===== config.mk =====
export PLATFORM = sky130hd
export DESIGN_NAME = mips_multicycle_ctrl
export DESIGN_NICKNAME = d
export VERILOG_FILES = /design/src/rtl/mips_multicycle_ctrl.sv
export SDC_FILE = /design/constraint.sdc
export NUM_CORES = 1
export LEC_CHECK = 0
export BUFFER_PORTS_ARGS = -buffer_cell sky130_fd_sc_hd__buf_4
export CAP_MARGIN = 20
export CORE_MARGIN = 2
export CORE_UTILIZATION = 46
export DETAILED_ROUTE_END_ITERATION = 8
export GPL_ROUTABILITY_DRIVEN = 0
export GPL_TIMING_DRIVEN = 0
export PLACE_DENSITY = 0.77
export SLEW_MARGIN = 0
export SYNTH_ARGS = -nofsm -noshare
export SYNTH_HDL_FRONTEND = slang
export SYNTH_SLANG_ARGS = --single-unit

===== constraint.sdc =====
create_clock -name clk -period 3 [get_ports clk]
set_clock_uncertainty 0.05 [all_clocks]
set_input_delay 0.9 -clock clk [delete_from_list [all_inputs] [get_ports clk]]
set_output_delay 0.9 -clock clk [all_outputs]
set_load 0.03 [all_outputs]

===== src/rtl/mips_multicycle_ctrl.sv =====
// Multi-cycle MIPS control FSM: sequences fetch/decode/execute/memory/writeback,
// drives datapath enables and selects, stalls on memory, traps illegal opcodes and timeouts.
`timescale 1ns/1ps
module mips_multicycle_ctrl #(
  parameter int unsigned INST_W      = 32,
  parameter int unsigned ALUOP_W     = 4,
  parameter int unsigned MEM_TIMEOUT = 15,
  parameter int unsigned CNT_W       = 16
) (
  input  logic               clk,
  input  logic               rst_n,
  input  logic [INST_W-1:0]  inst,
  input  logic               zero,
  input  logic               mem_ready,
  output logic               PCen,
  output logic [1:0]         PCSrc,
  output logic               IorD,
  output logic               MemRead,
  output logic               MemWrite,
  output logic               IRWrite,
  output logic               RegDst,
  output logic               RegWrite,
  output logic               MemToReg,
  output logic               ALUSrcA,
  output logic [1:0]         ALUSrcB,
  output logic [ALUOP_W-1:0] ALUOp,
  output logic               illegal_inst,
  output logic               mem_timeout,
  output logic [CNT_W-1:0]   retire_cnt,
  output logic [3:0]         state
);

  localparam int unsigned WAIT_W = (MEM_TIMEOUT > 0) ? $clog2(MEM_TIMEOUT + 1) : 1;

  localparam logic [5:0] OP_RTYPE = 6'b000000;
  localparam logic [5:0] OP_ADDI  = 6'b001000;
  localparam logic [5:0] OP_LW    = 6'b100011;
  localparam logic [5:0] OP_SW    = 6'b101011;
  localparam logic [5:0] OP_BEQ   = 6'b000100;
  localparam logic [5:0] OP_BNE   = 6'b000101;
  localparam logic [5:0] OP_J     = 6'b000010;

  localparam logic [ALUOP_W-1:0] ALU_ADD = ALUOP_W'(0);
  localparam logic [ALUOP_W-1:0] ALU_SUB = ALUOP_W'(1);
  localparam logic [ALUOP_W-1:0] ALU_AND = ALUOP_W'(2);
  localparam logic [ALUOP_W-1:0] ALU_OR  = ALUOP_W'(3);
  localparam logic [ALUOP_W-1:0] ALU_SLT = ALUOP_W'(4);

  typedef enum logic [3:0] {
    FETCH   = 4'd0,
    DECODE  = 4'd1,
    R_EXEC  = 4'd2,
    R_WB    = 4'd3,
    ADDR    = 4'd4,
    MEM_RD  = 4'd5,
    MEM_WB  = 4'd6,
    MEM_WR  = 4'd7,
    I_WB    = 4'd8,
    BRANCH  = 4'd9,
    JUMP    = 4'd10,
    ILLEGAL = 4'd14,
    FAULT   = 4'd15
  } state_t;

  state_t            curState, nextState;
  logic [WAIT_W-1:0] waitCnt;
  logic              retire;
  logic              waitHit;
  logic              isWaitState;
  logic              functLegal;
  logic [5:0]        opcode;
  logic [5:0]        funct;
  logic              unusedInst;

  assign opcode     = inst[INST_W-1 -: 6];
  assign funct      = inst[5:0];
  assign unusedInst = ^inst[INST_W-7:6];
  assign state      = curState;

  assign functLegal  = (funct == 6'b100000) || (funct == 6'b100010) || (funct == 6'b100100) ||
                       (funct == 6'b100101) || (funct == 6'b101010);
  assign isWaitState = (curState == FETCH) || (curState == MEM_RD) || (curState == MEM_WR);
  // Limit reached and memory still busy; a ready on the same cycle wins.
  assign waitHit     = (MEM_TIMEOUT != 0) && (waitCnt == WAIT_W'(MEM_TIMEOUT)) && !mem_ready;

  always_ff @(posedge clk) begin
    if (!rst_n) curState <= FETCH;
    else        curState <= nextState;
  end

  always_comb begin
    nextState = curState;
    retire    = 1'b0;
    case (curState)
      FETCH:  if (waitHit) nextState = FAULT; else if (mem_ready) nextState = DECODE;
      DECODE: begin
        case (opcode)
          OP_RTYPE:             nextState = functLegal ? R_EXEC : ILLEGAL;
          OP_LW, OP_SW, OP_ADDI: nextState = ADDR;
          OP_BEQ, OP_BNE:       nextState = BRANCH;
          OP_J:                 nextState = JUMP;
          default:              nextState = ILLEGAL;
        endcase
      end
      R_EXEC: nextState = R_WB;
      ADDR: begin
        if (opcode == OP_LW)      nextState = MEM_RD;
        else if (opcode == OP_SW) nextState = MEM_WR;
        else                      nextState = I_WB;
      end
      MEM_RD: if (waitHit) nextState = FAULT; else if (mem_ready) nextState = MEM_WB;
      MEM_WR: begin
        if (waitHit) nextState = FAULT;
        else if (mem_ready) begin
          nextState = FETCH;
          retire    = 1'b1;
        end
      end
      R_WB, MEM_WB, I_WB, BRANCH, JUMP: begin
        nextState = FETCH;
        retire    = 1'b1;
      end
      ILLEGAL, FAULT: nextState = curState;
      default:        nextState = FETCH;
    endcase
  end

  // Wait counter, retirement counter and sticky fault flags.
  always_ff @(posedge clk) begin
    if (!rst_n) begin
      waitCnt      <= '0;
      retire_cnt   <= '0;
      illegal_inst <= 1'b0;
      mem_timeout  <= 1'b0;
    end else begin
      if (isWaitState && !mem_ready && (nextState == curState)) waitCnt <= waitCnt + WAIT_W'(1);
      else                                                       waitCnt <= '0;
      if (retire)                retire_cnt   <= retire_cnt + CNT_W'(1);
      if (nextState == ILLEGAL)  illegal_inst <= 1'b1;
      if (nextState == FAULT)    mem_timeout  <= 1'b1;
    end
  end

  always_comb begin
    PCen     = 1'b0;
    PCSrc    = 2'b00;
    IorD     = 1'b0;
    MemRead  = 1'b0;
    MemWrite = 1'b0;
    IRWrite  = 1'b0;
    RegDst   = 1'b0;
    RegWrite = 1'b0;
    MemToReg = 1'b0;
    ALUSrcA  = 1'b0;
    ALUSrcB  = 2'b00;
    ALUOp    = ALU_ADD;
    if (rst_n) begin
      case (curState)
        FETCH: begin
          MemRead = 1'b1;
          ALUSrcB = 2'b01;
          IRWrite = mem_ready;
          PCen    = mem_ready;
        end
        DECODE: ALUSrcB = 2'b11;
        R_EXEC: begin
          ALUSrcA = 1'b1;
          case (funct)
            6'b100010: ALUOp = ALU_SUB;
            6'b100100: ALUOp = ALU_AND;
            6'b100101: ALUOp = ALU_OR;
            6'b101010: ALUOp = ALU_SLT;
            default:   ALUOp = ALU_ADD;
          endcase
        end
        R_WB: begin
          RegWrite = 1'b1;
          RegDst   = 1'b1;
        end
        ADDR: begin
          ALUSrcA = 1'b1;
          ALUSrcB = 2'b10;
        end
        MEM_RD: begin
          MemRead = 1'b1;
          IorD    = 1'b1;
        end
        MEM_WB: begin
          RegWrite = 1'b1;
          MemToReg = 1'b1;
        end
        MEM_WR: begin
          MemWrite = 1'b1;
          IorD     = 1'b1;
        end
        I_WB:   RegWrite = 1'b1;
        BRANCH: begin
          ALUSrcA = 1'b1;
          ALUOp   = ALU_SUB;
          PCSrc   = 2'b01;
          PCen    = (opcode == OP_BNE) ? ~zero : zero;
        end
        JUMP: begin
          PCSrc = 2'b10;
          PCen  = 1'b1;
        end
        default: ;
      endcase
    end
  end

endmodule


==> metrics.txt, run 1 <==
status=finished, violations left; failing checks=setup timing; TritonCTS Buffers=3; min-delay worst type=reg -> reg; max_slew headroom=0.5211; Clk pwr share=0.202; min cycle time layout=3.081 ns; first-pass GRT wire length=7776 microns; root buf cell=clkbuf_8; Comb power frac=0.443; Syn Inst Count=238; DRT antenna net count=0; final antenna diode count=0; Pint=0.6662 mW; max cap viols=0; crit path kind=in -> out; Final WS setup=-0.08122 ns; utilization after layout=0.6411; total congestion overflow=0; register area=521.8 sq um; count of different cell masters after synthesis=53; final hold violation count=0; Top FF cell, synth=dfxtp_1; setup slack at placement=-0.2280 ns; Rows=22; cell mode on critical path=nand3_1; DR vias/cell=5.642; filler instances=343; CP max stage cell=nor4_4; WL/cell=13.96 microns; CP required=2.05 ns; nets@finish=332; hold slack=0.4113 ns; commonest non-fill, non-tap cells in the layout=51 x buf_4, 30 x nor2_1, 25 x dfxtp_1; largest net degree at the start of global routing=15; clk slew on worst S/H paths=0.09 ns; Final Power=1.104 mW; Die Y=66.19 microns; register bit total from synthesis=26; DP Wirelength=3619 microns; htree depth=1; via count=1924; Initial DRC Count=153; met3 Track Usage GR=0.02555; Buf/Inv on CP=2; PortBufs=50; ys async rst share=0; commonest non-fill, non-tap cell in the layout=buf_4; IO Pins=75; Syn Nets=276; die width=66.19 microns; Crit path max-delay family=simple AND/OR/NAND/NOR gates; Pins Over Slew Limit=0; CTS tree=yes; f_max=324.5 MHz; final WL=4762 microns; Flop pwr share=0.355; clk_lat worst skew=0.26 ns; die area=4381 sq um; GRT Total Usage=0.2225; Period Utilization, post-route=1.027; GRT met2 Usage=0.3775; switching share of power=0.3964; Power Density=466.7 nW/um^2; Hold-fix buffers, CTS=0; mapped cell area=1779 sq um; gr busiest metal=met2; area of the multi-input gates=1231 sq um; Max clock buf depth=2; share of cells above drive strength 1=0.2696; Worst EP arrival=2.13 ns; initial cell density of the core=0.4824; Initial DRT Pass Iterations=4; DRC Markers=0; Net Switching=0.4375 mW; RSZ-0062 raised after global routing=yes; Syn Area/Cell=7.476 sq um; vias in the first global route=1741; final setup fails=1; post-synthesis sequential area ratio=0.2925; Leak=0.9430 nW; antenna violations before repair=0; Worst-Margin Slew=0.7109 ns; crit-path cells=buf_8, nor4_4, nand3_1, xnor2_1, nand3_1, a211oi_4, buf_6; number of synthesized flops with an enable pin=0; number of instances in the placed design=336; Ys Warns=0; CP max stage delay=0.28 ns; area grow syn2layout=32.91%; Critical Path Source Type=input pin; fin cells=341; crit-path max FO=2; total core area=3689 sq um; CP endpoint kind=output pin; Worst VDD drop=0.3544 mV; Global Route met1 Usage=0.3087; Clock Sinks=26
-- metal layers --
metal | wire, microns | vias to the layer above
li1 | - | 979
met1 | 2230 | 884
met2 | 2220 | 59
met3 | 292 | 2
met4 | 19 | 0
met5 | 0 | -
-- what timing repair did --
action                     in CTS  in global routing
pin swaps                       2                  4
resized for setup               5                  8
setup endpoints to repair       6                  7
setup buffers                   1                  1
-- power groups by stage --
stage	registers (mW)	logic, mW	clock network, mW
after floorplan	0.426	0.307	0
after global placement	0.398	0.470	0
after detailed placement	0.399	0.475	0
after CTS	0.391	0.484	0.228
after global routing	0.396	0.535	0.240
final	0.392	0.489	0.223
-- area by class of cell --
type                            instances  share of cell area
Buffer                                 13             0.02698
Clock buffer                            4             0.02328
Inverter                                7             0.01164
Multi-Input combinational cell        191              0.5206
Sequential cell                        26              0.2206
Tap cell                               48             0.02540
Timing Repair Buffer                   52              0.1714
-- stage by stage --
step / setup TNS (ns) / area (sq um)
after floorplan: -0.01160 / 1828
after global placement: -0.5265 / 2263
after detailed placement: -0.5347 / 2263
after CTS: -0.08615 / 2342
after global routing: -0.1593 / 2365
final: -0.08122 / 2365
-- cell families (layout without fill, tap and decap cells) --
| family | Yosys count | in the layout | synth area share |
|---|---|---|---|
| AOI/OAI and AO/OA | 44 | 44 | 0.1646 |
| xor gates and xnor gates | 15 | 15 | 0.07384 |
| other | 1 | 1 | 0.002108 |
| buffers and inverters | 21 | 76 | 0.05062 |
| adders and majority gates | 2 | 2 | 0.01406 |
| muxes | 2 | 2 | 0.01125 |
| and+or+nand+nor | 127 | 127 | 0.3910 |
| DFF | 26 | 26 | 0.2925 |
-- flip-flops by register name (all words and copies together), names as in the netlist --
signal / count
waitCnt: 4
illegal_inst: 1
retire_cnt: 16
mem_timeout: 1
state: 4
-- cell usage after synthesis (all sizes together) (2+ instances only) --
cell type / n / area (sq um)
xnor2: 9 / 78.83
nor2b: 5 / 38.78
clkbuf: 8 / 30.03
a31oi: 3 / 18.77
nor2: 31 / 116.4
dfxtp: 26 / 520.5
and2: 5 / 31.28
o21a: 2 / 15.01
nor3: 11 / 55.05
or4: 3 / 22.52
a21oi: 10 / 53.80
ha: 2 / 25.02
nor4: 11 / 68.82
and2b: 2 / 15.01
nand3: 15 / 75.07
xor2: 6 / 52.55
or3: 4 / 25.02
nor4b: 3 / 41.29
mux2i: 2 / 20.02
nand4: 8 / 50.05
nand2b: 4 / 25.02
and3: 6 / 37.54
a2111oi: 2 / 17.52
and4: 3 / 26.28
buf: 6 / 33.77
o21ai: 11 / 55.05
inv: 6 / 22.52
nand2: 14 / 52.55
o211ai: 2 / 15.01
-- worst paths after layout --
| path | startpoint | end | slack [ns] | cells after the start |
|---|---|---|---|---|
| min | waitCnt[0] | waitCnt[0] | 0.41 | 1 |
| max | inst[27] | PCen | -0.08 | 7 |
| min reg2reg | waitCnt[0] | waitCnt[0] | 0.41 | 1 |
| max reg2reg | state[0] | illegal_inst | 0.76 | 6 |
(Power assumes the default switching activity.)
==> run 2: changes to the inputs <==
CORE_ASPECT_RATIO = 2   (was not set)
CTS_CLUSTER_DIAMETER = 200   (was not set)
==> run 2 against run 1 <==
Net effect: the flow still finishes with violations (setup timing); largest cell class unchanged; utilization down 0.85 points; combinational power about the same; critical path type unchanged; worst hold slack worse by 0.017 ns; critical endpoint unchanged; final cell count up 0.88%.
==> metrics.txt, run 2 (synthesis results as in run 1) <==
die width=47.98 microns (-28%); max cap viols=0 (unchanged); IO Pins=75 (unchanged); Net Switching=0.4366 mW (-0.22%); register area=520.5 sq um (-0.24%); largest net degree at the start of global routing=16 (+1); TritonCTS Buffers=3 (unchanged); nets@finish=332 (unchanged); final hold violation count=0 (unchanged); Pins Over Slew Limit=0 (unchanged); crit-path max FO=2 (unchanged); final antenna diode count=0 (unchanged); fin cells=344 (+0.88%); CP endpoint kind=output pin; number of instances in the placed design=339 (+0.89%); Pint=0.7260 mW (+9.0%); Power Density=488.3 nW/um^2 (+4.6%); root buf cell=clkbuf_8; filler instances=373 (+8.7%); met2 WL post-DR=2357 microns (+6.2%); met1 wire length=1962 microns (-12%); RSZ-0062 raised after global routing=yes; initial cell density of the core=0.4727 (-0.009622); CTS tree=yes; min-delay worst type=reg -> reg; Final WS setup=-0.07665 ns (+0.004570 ns); total core area=3764 sq um (+2.0%); final setup fails=1 (unchanged); WL/cell=13.57 microns (-2.8%); Comb power frac=0.420 (-0.023); vias in the first global route=1794 (+3.0%); area of the multi-input gates=1226 sq um (-0.41%); Worst EP arrival=2.13 ns (about the same); share of cells above drive strength 1=0.2662 (-0.003413); Flop pwr share=0.337 (-0.018); area grow syn2layout=33.83%; Leak=0.9550 nW (+1.3%); PortBufs=50 (unchanged); htree depth=1 (unchanged); Critical Path Source Type=input pin; die area=4411 sq um (+0.69%); min cycle time layout=3.077 ns (-0.004570 ns); commonest non-fill, non-tap cell in the layout=buf_4; most flop-heavy register=retire_cnt; antenna violations before repair=0 (unchanged); setup slack at placement=-0.3017 ns (-0.07368 ns); Top Metal Used=met4; Worst VDD drop=0.5871 mV (+66%); clk_lat worst skew=0.27 ns (about the same); Initial DRT Pass Iterations=4 (unchanged); Clock Sinks=26 (unchanged); clk slew on worst S/H paths=0.08 ns (about the same); met3 wire len=318 microns (+8.9%); DP Wirelength=3630 microns (+0.30%); first-pass GRT wire length=7859 microns (+1.1%); r2r worst-path depth=6 (unchanged); Period Utilization, post-route=1.026 (-0.001523); f_max=325.0 MHz (+0.15%); failing checks=setup timing; Hold Crit Depth=1 (unchanged); total congestion overflow=0 (unchanged); switching share of power=0.3755 (-0.02089); via count=1962 (+2.0%); DRT antenna net count=0 (unchanged); Clk pwr share=0.244 (+0.042); Rows=32 (+45%); Initial DRC Count=51 (-67%); Die Y=91.95 microns (+39%); Max clock buf depth=2 (unchanged); status=finished, violations left; Worst-Margin Slew=0.5807 ns (-0.1302 ns); DRC Markers=0 (unchanged); max_slew headroom=0.6088 (+0.08771); max FFs per register=16 (unchanged); DR vias/cell=5.703 (+1.1%); final WL=4667 microns (-2.0%); CP required=2.05 ns (about the same); GRT Total Usage=0.2304 (+0.007932); crit path kind=in -> out; commonest non-fill, non-tap cells in the layout=51 x buf_4, 31 x nor2_1, 26 x dfxtp_1
## run 2: stage by stage
stage | instance area, sq um | power (mW) | hold WS, ns | setup TNS [ns] | util
6_report | 2381 | 1.163 | 0.3945 | -0.07665 | 0.6326
5_1_grt | 2381 | 1.230 | 0.4197 | -0.3155 | 0.6326
4_1_cts | 2382 | 1.170 | 0.4006 | -0.1098 | 0.6330
3_5_place_dp | 2267 | 0.8765 | 0.3877 | -0.6177 | 0.6024
3_3_place_gp | 2267 | 0.8677 | 0.3805 | -0.5097 | 0.6024
2_1_floorplan | 1828 | 0.7334 | 0.3679 | -0.01160 | -
## run 2: area by class of cell
cell class / count / share of cell area
Buffer: 13 / 0.02785
Clock buffer: 3 / 0.01734
Clock inverter: 1 / 0.01261
Inverter: 7 / 0.01156
Multi-Input combinational cell: 191 / 0.5150
Sequential cell: 26 / 0.2186
Tap cell: 51 / 0.02680
Timing Repair Buffer: 52 / 0.1703
## run 2: critical path: stages
cell and delay (ns):
buf_8 0.10, nor4_4 0.28, nand3_1 0.12, xnor2_1 0.19
nand3_1 0.14, a211oi_4 0.24, buf_6 0.16
## run 2: worst paths after layout
path / startpoint / endpoint / slack [ns]
worst max-delay path: inst[30] / PCen / -0.08
worst min-delay path: waitCnt[0] / waitCnt[0] / 0.39
worst max register to register: state[0] / illegal_inst / 0.83
worst min register to register: waitCnt[0] / waitCnt[0] / 0.39
## run 2: metal layers
metal  vias to the layer above  track usage
li1                        980            -
met1                       897       0.2999
met2                        81       0.3733
met3                         4      0.03346
met4                         0      0.07207
met5                         -            0
## run 2: power by group through the flow
stage,registers [mW],logic (mW),clock network [mW]
2_1_floorplan,0.426,0.307,0
3_3_place_gp,0.397,0.470,0
3_5_place_dp,0.399,0.478,0
4_1_cts,0.391,0.488,0.291
5_1_grt,0.395,0.532,0.303
6_report,0.391,0.488,0.283
## run 2: repair_timing
action | CTS | global route
endpoints found under the setup margin | 6 | 6
gates resized for setup | 9 | 4
hold buffers | 0 | 0
buffers inserted | 2 | 0
pin swaps | 4 | 1
